## src/rtl/mo_line_buffer_reader.sv

```systemverilog
// Ping-pong motion-object line buffer pair. One buffer takes sprite pixels
// from the render port while the other is read out to the mixer. Each
// display pixel is erased as it is read, so the buffer comes back clean
// when it next becomes the render buffer. Roles swap on every line start.
module mo_line_buffer_reader #(
    parameter int               PIX_W    = 4,
    parameter logic [PIX_W-1:0] BLANK    = '0,
    parameter logic [7:0]       RD_START = 8'd6
) (
    input  logic             clk,
    input  logic             reset_n,
    input  logic             ce5,
    input  logic             line_start,
    input  logic             wr_en,
    input  logic [7:0]       wr_addr,
    input  logic [PIX_W-1:0] wr_data,
    input  logic             rd_active,
    output logic [PIX_W-1:0] pix_out,
    output logic             pix_valid,
    output logic             bank,
    output logic             ready
);

    typedef enum logic {
        ST_CLEAR = 1'b0,
        ST_RUN   = 1'b1
    } state_t;

    state_t     state_q, state_d;
    logic [7:0] clr_addr_q, clr_addr_d;
    logic [7:0] rd_addr_q, rd_addr_d;
    logic       bank_q, bank_d;
    logic       pix_valid_q, pix_valid_d;

    logic       in_clear;
    logic       in_run;
    logic       rd_fire;
    logic       render_fire;

    // Registered read word of each buffer, exported from the generate blocks.
    logic [PIX_W-1:0] rd_word [2];

    assign in_clear    = ce5 && (state_q == ST_CLEAR);
    assign in_run      = ce5 && (state_q == ST_RUN);
    // A line-start tick swaps roles and suppresses the read/erase entirely.
    assign rd_fire     = in_run && !line_start && rd_active;
    // Transparent pixels never reach the array so earlier opaque pixels survive.
    assign render_fire = in_run && wr_en && (wr_data != BLANK);

    // Control state register.
    always_ff @(posedge clk or negedge reset_n) begin
        if (!reset_n) begin
            state_q     <= ST_CLEAR;
            clr_addr_q  <= 8'd0;
            rd_addr_q   <= RD_START;
            bank_q      <= 1'b0;
            pix_valid_q <= 1'b0;
        end else begin
            state_q     <= state_d;
            clr_addr_q  <= clr_addr_d;
            rd_addr_q   <= rd_addr_d;
            bank_q      <= bank_d;
            pix_valid_q <= pix_valid_d;
        end
    end

    // Next-state: sweep both buffers once, then serve line swaps and readout.
    always_comb begin
        state_d     = state_q;
        clr_addr_d  = clr_addr_q;
        rd_addr_d   = rd_addr_q;
        bank_d      = bank_q;
        pix_valid_d = pix_valid_q;
        if (ce5) begin
            case (state_q)
                ST_CLEAR: begin
                    clr_addr_d = clr_addr_q + 8'd1;
                    if (clr_addr_q == 8'd255) begin
                        state_d = ST_RUN;
                    end
                end
                ST_RUN: begin
                    if (line_start) begin
                        bank_d      = ~bank_q;
                        rd_addr_d   = RD_START;
                        pix_valid_d = 1'b0;
                    end else if (rd_active) begin
                        // Natural 8-bit wrap: reading continues from address 0.
                        rd_addr_d   = rd_addr_q + 8'd1;
                        pix_valid_d = 1'b1;
                    end
                end
                default: begin
                    state_d = ST_CLEAR;
                end
            endcase
        end
    end

    // One single-write, single-read array per buffer. The display buffer is
    // written (erase) at the same address it reads; read-first behaviour
    // returns the pixel before it is blanked.
    generate
        for (genvar gi = 0; gi < 2; gi++) begin : g_buf
            logic [PIX_W-1:0] mem [256];
            logic [PIX_W-1:0] rd_data_q;
            logic             is_display;
            logic             we;
            logic [7:0]       waddr;
            logic [PIX_W-1:0] wdata;
            logic             re;

            assign is_display = (bank_q == 1'(gi));
            assign re         = rd_fire && is_display;

            // Pick the single writer of this buffer for the current tick.
            always_comb begin
                we    = 1'b0;
                waddr = clr_addr_q;
                wdata = BLANK;
                if (in_clear) begin
                    we = 1'b1;
                end else if (is_display) begin
                    we    = rd_fire;
                    waddr = rd_addr_q;
                end else begin
                    we    = render_fire;
                    waddr = wr_addr;
                    wdata = wr_data;
                end
            end

            // Array write and registered read; contents are never reset.
            always_ff @(posedge clk) begin
                if (we) begin
                    mem[waddr] <= wdata;
                end
                if (re) begin
                    rd_data_q <= mem[rd_addr_q];
                end
            end

            assign rd_word[gi] = rd_data_q;
        end
    endgenerate

    // The last read always came from the current display buffer, because a
    // swap clears pix_valid until the new buffer has been read.
    assign pix_out   = pix_valid_q ? rd_word[bank_q] : BLANK;
    assign pix_valid = pix_valid_q;
    assign bank      = bank_q;
    assign ready     = (state_q == ST_RUN);

endmodule
```

## config.mk

```make
export PLATFORM = sky130hd
export DESIGN_NAME = mo_line_buffer_reader
export DESIGN_NICKNAME = d
export VERILOG_FILES = /design/src/rtl/mo_line_buffer_reader.sv
export SDC_FILE = /design/constraint.sdc
export NUM_CORES = 2
export LEC_CHECK = 0
export ABC_AREA = 0
export BUFFER_PORTS_ARGS = -buffer_cell sky130_fd_sc_hd__buf_2
export CAP_MARGIN = 10
export CORE_MARGIN = 2
export CORE_UTILIZATION = 57
export DETAILED_ROUTE_END_ITERATION = 7
export PLACE_DENSITY = 0.79
export SYNTH_ARGS = -nofsm -noshare
export SYNTH_HDL_FRONTEND = slang
export SYNTH_SLANG_ARGS = --single-unit
```

## constraint.sdc

```tcl
create_clock -name clk -period 5.85 [get_ports clk]
set_input_delay 0.2925 -clock clk [delete_from_list [all_inputs] [get_ports clk]]
set_output_delay 0.2925 -clock clk [all_outputs]
set_load 0.03 [all_outputs]
```

Word-level counts from Yosys, hierarchy flattened
Memory sizes are Yosys's and may differ from the RTL's. A register that Yosys moved wholly into a read port is not among the register bits.
Cells that the tools add are included.

cells by class
  bitwise logic cells = 3
  add/subtract/negate cells = 2
  multiplexer cells = 26
  magnitude comparators = 1
  eq/ne operators = 1
  reduce and logical (&&, ||, !) cells = 14

operator list
  cell                                                      count
  two-way mux 8 bit                                         6
  two-way mux 4 bit                                         8
  adder 8 x 1 -> 8 bit, second input constant               2
  two-way mux 1 bit                                         12
  == test 8 bit, second input constant                      1
  logical AND 1 bit                                         8
  AND reduction 3 bit                                       2
  nonzero test 4 bit                                        1
  greater-or-equal comparator 2 bit, second input constant  1
  inverter 1 bit                                            2
  inverter 1 -> 2 bit                                       1
  AND reduction 2 bit                                       1
  nonzero test 2 bit                                        1
  zero test 1 bit                                           1

storage, ports and cells
  bits in writable memories = 2,048
  input bits = 18
  memories = 2
  register bits = 19
  output and inout port bits = 7
  word-level logic and storage cells = 54

memories
  name          words  width  rd ports  clocked after Yosys merged registers in  wr ports  RTL line  text
  g_buf[0].mem  256    4      1         1                                        1         105       logic [PIX_W-1:0] mem [256];
  g_buf[1].mem  256    4      1         1                                        1         105

Longest topological paths before layout
  depth after elaboration = 7
  depth in mapped cells = 14
  gate-level depth less buffers = 7

Worst setup path after synthesis
OpenSTA, ideal clock, no wires.

  kind = reg2reg
  from = register state_q, in the netlist ready
  to = memory g_buf[0].mem[0][0], data pin
  stages on the path, launching flop included = 7
  arrival time = 4,897 ps
  required time = 4,977 ps
  buffers on the path = 4
  setup slack = 80 ps
  library setup time = 873 ps
  cell sequence = dfrtp_1 > buf_2 > nand2b_1 > clkbuf_1 > clkbuf_1 > clkbuf_1 > and3_1

on the way
  cells in the longest elaborated chain, start to end = 3

RTL lines
  what                         RTL line  text
  start: declaration           29        state_t state_q, state_d;
  start signal: assignment     59        state_q <= state_d;
  inverter 1 bit (no line)     --
  logical AND 1 bit            43        assign in_clear = ce5 && (state_q == ST_CLEAR);
  two-way mux 4 bit            121       if (in_clear) begin
  named net g_buf[0].wdata[0]  110       logic [PIX_W-1:0] wdata;
  end: declaration             105

The timed path passes the listed nets, and every way through them passes these cells.

==> results.md <==
- The flow ran to the end, and the final reports show no timing, DRC or antenna violations.
- OpenSTA, run right after detailed placement, puts the worst setup slack at 1550 ps.
- For this run, the register share of the synthesized area comes to 0.748.
- Measured along the x axis, the die boundary spans 386 µm.
- The area fraction of the dominant cell type after synthesis is 0.742.
- The clock drives between 2000 and 2500 sinks.
- The summed instance area of the synthesized netlist is 83200 µm².
- The tightest min-delay check is of the in2async type.
- The top flip-flop cell by instance count after synthesis is sky130_fd_sc_hd__edfxtp_1.
- The critical path class is reg2reg.
- The overall die area is 149000 µm².
- The share of final-layout standard cells stronger than drive strength 1 is 0.177.
- The routed design could run at a clock period as short as between 4000 and 5000 ps.
- Counting along the longest clock path gives a buffer depth of 3.
- The internal power consumption is 23.7 mW.
- The share of the clock period used by the worst path after layout is 0.773.
- Clock latency on the worst-skew pair, taken at its later pin, is 810 ps.
- The number of unique standard cell types used by synthesis is 72.
- The count of antenna-violating nets left after detailed routing is 0.
- The standard-cell row count is 140.
- The sequential fraction of design power is 0.549.
- In this run the static leakage power is 30.6 nW.
- Sorting the synthesized cells by area gives the leading types as sky130_fd_sc_hd__edfxtp_1 (74%), sky130_fd_sc_hd__mux4_2 (10%), sky130_fd_sc_hd__mux2i_1 (3.4%).
- The largest area contributor in the synthesized netlist is sky130_fd_sc_hd__edfxtp_1.
- Of the total power, combinational logic draws 0.027.
- The number of global-route vias before repair is 44468.
- In this run, post-CTS repair resized a total of 0 instances.
- The detailed router put a total of 72800 µm of wire on met1.
- Dividing total power by cell area gives a power density of 325 nW/µm².
- Compared with the post-synthesis result, the final layout area differs by 10.0%.
- The TritonCTS buffer count is between 150 and 200.
- The peak clock frequency supported by timing is 221 MHz.
- The clock-pin slew reported for the worst setup and hold paths after clock tree synthesis is 60 ps.
- The initial utilization of the core area, before any placement, comes to 0.572.
- In this run, post-CTS hold repair placed 6 buffers.
- The number of antenna violations at the first check in global routing is 6.
- TritonCTS built the clock tree.
- The net count after synthesis is between 4000 and 5000.
- After detailed routing, the met3 layer carries 32300 µm of wire.
- Data on the critical path arrives at its endpoint at 5170 ps.
- Setup slack on the critical path of the routed design comes to 1330 ps.
- For this run, design rule violations remaining after detail routing come to 0.
- During synthesis, Yosys emitted a total of 0 warnings.
- The final global-route overflow total is 0.
- The total track usage is 0.288.
- VDD sags by at most 298 µV.
- The worst pin sits at a relative slew slack of 0.0742.
- The total met2 wirelength after detailed routing is 97200 µm.
- The largest stage delay on the critical path is 1220 ps.
- Setup repair after global routing left no endpoint under its margin.
- The kind of capture point of the worst setup path is a flip-flop.
- The largest individual stage delay along the critical path comes from the cell sky130_fd_sc_hd__nand3b_1.
- The critical path launch point type is a flip-flop.
- The total count of hold-check failures in the final report is 0.
- The highest layer touched by signal routing is met5.
- The clock arrives with 22.9 ps of skew.
- Entering global routing, the biggest net connects approximately 260 pins.
- The buffer type at the clock tree root is sky130_fd_sc_hd__clkbuf_16.
- The switching power summed over all nets is 6.11 mW.
- Traced cell by cell, the critical path runs through nand3b_1, buf_4, o221ai_1, a21oi_1, o21ai_0, a32oi_1, or4_1, a31oi_1.
- Across the run, the number of max-cap violations was 0.
- The ratio of routed vias to standard cells is 6.91.
- For this design the top-level I/O count stands at 25.
- The highest net fanout along the worst path is 42.
- The net count reported at finish is 4452.
- The first global-routing pass estimated 308000 µm of wire.
- The count of flip-flops with a built-in enable after synthesis is 2056.
- Counting flops with an async set or reset pin after synthesis yields a share of 0.00916.
- The half-perimeter wire length after placement is 124000 µm.
- The congestion estimate from routability-driven global placement came to about 0.9.
- The initial DRC count is roughly 7600.
- The share of total power consumed by net switching is 0.205.
- Synthesis inferred just over 2000 register bits.
- In the final timing run, aggregate negative setup slack is 0 ps.
- The share of total power dissipated in the clock network is 0.424.
- STA puts the critical path data required time at 6500 ps.
- In this run the number of H-tree levels came out at 4.
- The routed layout has about 45000 vias.
- The quantity of I/O buffers inserted on ports is 24.
- For flop-to-flop paths, the worst setup slack is 1330 ps.
- After technology mapping, the gate count stands at 4381.
- Measured on the finished design, the core utilization comes to 0.630.
- After clock tree synthesis, the setup repair step added 0 buffers.
- The final setup violation count is 0.
- The average instance area after synthesis is 19.0 µm².
- The number of slew-limit violations in the final report is 0.
- The standard cell core area is around 150000 µm².
- Measured along the y axis, the die boundary spans 386 µm.
- For the pin with the worst max-slew slack, the measured transition is ~1400 ps.
- The number of optimization iterations in the first detailed-route pass is 8.
- The worst hold-check slack is between 80 and 90 ps.
- The aggregate routed wire length is 213000 µm.
- In the final routed layout, each cell accounts on average for 32.7 µm.
==> cells in the final DEF, fill, tap and decap left out, types with 6 or more instances in the layout <==
cell type and n:
sky130_fd_sc_hd__buf_4 92, sky130_fd_sc_hd__and2_1 9, sky130_fd_sc_hd__mux4_1 60, sky130_fd_sc_hd__xnor2_1 7, sky130_fd_sc_hd__buf_12 18, sky130_fd_sc_hd__clkinv_1 53, sky130_fd_sc_hd__nand3_1 34, sky130_fd_sc_hd__inv_1 8
sky130_fd_sc_hd__nor2b_1 13, sky130_fd_sc_hd__a21o_1 11, sky130_fd_sc_hd__and3_4 8, sky130_fd_sc_hd__clkbuf_1 24, sky130_fd_sc_hd__o22ai_1 38, sky130_fd_sc_hd__mux4_2 368, sky130_fd_sc_hd__nor4_1 6, sky130_fd_sc_hd__mux2_2 7
sky130_fd_sc_hd__nor2_1 570, sky130_fd_sc_hd__edfxtp_1 2056, sky130_fd_sc_hd__a21oi_1 81, sky130_fd_sc_hd__nand2_1 161, sky130_fd_sc_hd__dfrtp_1 13, sky130_fd_sc_hd__a2111oi_0 20, sky130_fd_sc_hd__nor3_1 31, sky130_fd_sc_hd__o221ai_1 28
sky130_fd_sc_hd__dlygate4sd3_1 6, sky130_fd_sc_hd__o32ai_1 6, sky130_fd_sc_hd__o21ai_0 82, sky130_fd_sc_hd__bufinv_16 24, sky130_fd_sc_hd__buf_2 24, sky130_fd_sc_hd__clkinv_2 27, sky130_fd_sc_hd__clkbuf_16 198, sky130_fd_sc_hd__a31oi_1 10
sky130_fd_sc_hd__a22oi_1 17, sky130_fd_sc_hd__a211oi_1 17, sky130_fd_sc_hd__a221oi_1 38, sky130_fd_sc_hd__o211ai_1 11, sky130_fd_sc_hd__nand4_1 13, sky130_fd_sc_hd__mux2i_1 285, sky130_fd_sc_hd__clkinvlp_4 11
==> layer usage <==
| metal | vias up | GRT usage |
|---|---|---|
| met2 | 3814 | 0.430 |
| met4 | 6 | 0.129 |
| met3 | 672 | 0.0932 |
| met1 | 22591 | 0.393 |
| met5 | - | 0 |
| li1 | 17889 | - |
==> synthesized netlist by cell type, types with 12 or more instances <==
master and number:
sky130_fd_sc_hd__mux2i_1 285, sky130_fd_sc_hd__clkbuf_1 104, sky130_fd_sc_hd__nor2_1 570, sky130_fd_sc_hd__edfxtp_1 2056, sky130_fd_sc_hd__nand4_1 13, sky130_fd_sc_hd__o21ai_0 82
sky130_fd_sc_hd__o221ai_1 28, sky130_fd_sc_hd__mux4_1 60, sky130_fd_sc_hd__buf_6 33, sky130_fd_sc_hd__nor3_1 31, sky130_fd_sc_hd__a21oi_1 81, sky130_fd_sc_hd__o22ai_1 38
sky130_fd_sc_hd__nand2_1 165, sky130_fd_sc_hd__buf_8 12, sky130_fd_sc_hd__a221oi_1 38, sky130_fd_sc_hd__a22oi_1 17, sky130_fd_sc_hd__mux4_2 368, sky130_fd_sc_hd__buf_1 13
sky130_fd_sc_hd__buf_4 30, sky130_fd_sc_hd__a211oi_1 17, sky130_fd_sc_hd__a2111oi_0 21, sky130_fd_sc_hd__nand3_1 34, sky130_fd_sc_hd__buf_2 84, sky130_fd_sc_hd__dfrtp_1 17
sky130_fd_sc_hd__nor2b_1 15
==> power groups by stage <==
stage	registers (mW)	clock network, mW	logic [mW]
6_report	16.3	12.6	0.816
5_1_grt	16.3	13.2	0.836
4_1_cts	16.3	12.6	0.776
3_5_place_dp	16.7	0	0.766
3_3_place_gp	16.7	0	0.750
2_1_floorplan	16.7	0	0.404
==> worst paths after layout <==
path,startpoint,to,cells past startpoint
hold reg to reg,clr_addr_q[5]$_DFFE_PN0P_,clr_addr_q[5]$_DFFE_PN0P_,1
setup / recovery,rd_addr_q[0]$_DFFE_PN0P_,g_buf[0].rd_data_q[0]$_DFFE_PP_,8
setup reg to reg,rd_addr_q[0]$_DFFE_PN0P_,g_buf[0].rd_data_q[0]$_DFFE_PP_,8
max in group asynchronous,reset_n,rd_addr_q[3]$_DFFE_PN0P_,3
hold / removal,reset_n,rd_addr_q[1]$_DFFE_PN1P_,2
min in group clk,wr_data[1],g_buf[1].mem[193][1]$_DFFE_PP_,2
==> state kept, by name, summed over array words and instances, names as in the netlist <==
| signal | flops |
|---|---|
| ready | 1 |
| rd_addr_q | 8 |
| pix_valid | 1 |
| g_buf.rd_data_q | 8 |
| g_buf.mem | 2048 |
| bank | 1 |
| clr_addr_q | 8 |
==> cell families (layout without fill, tap and decap cells) <==
kind of cell / after synthesis / after routing / share of synthesized area
AO/OA/AOI/OAI: 408 / 408 / 0.0334
XOR/XNOR: 8 / 8 / 0.000842
adder cells (fa/ha/maj): 2 / 2 / 0.000301
buffers and inverters: 292 / 497 / 0.0211
flip-flops: 2075 / 2075 / 0.748
multiplexers: 720 / 720 / 0.154
other: 0 / 2 / 0
AND/OR/NAND/NOR: 876 / 876 / 0.0430
==> per-stage QoR <==
stage | power (mW) | cells | area, µm²
after floorplan | 17.1 | 4381 | 83200
after global placement | 17.4 | 6150 | 85200
after detailed placement | 17.4 | 6150 | 85200
after CTS | 29.8 | 6501 | 91500
after global routing | 30.4 | 6503 | 91600
final | 29.8 | 6505 | 91600
==> critical path: cells and delay by family, from the launching register on <==
kind / cells / cell delay [ps]
and+or+nand+nor: 2 / 1860
DFF: 1 / 1080
buffers and inverters: 1 / 550
AOI/OAI and AO/OA: 5 / 860
==> area by class of cell <==
type,count,area [µm²]
Tap cell,1917,2400
Antenna cell,2,5.00
Fill cell,9312,53800
Clock buffer,224,5070
Multi-Input combinational cell,2014,19300
Timing Repair Buffer,142,1270
Sequential cell,2075,62200
Inverter,10,42.5
Clock inverter,121,1210
(Power assumes the default switching activity.)
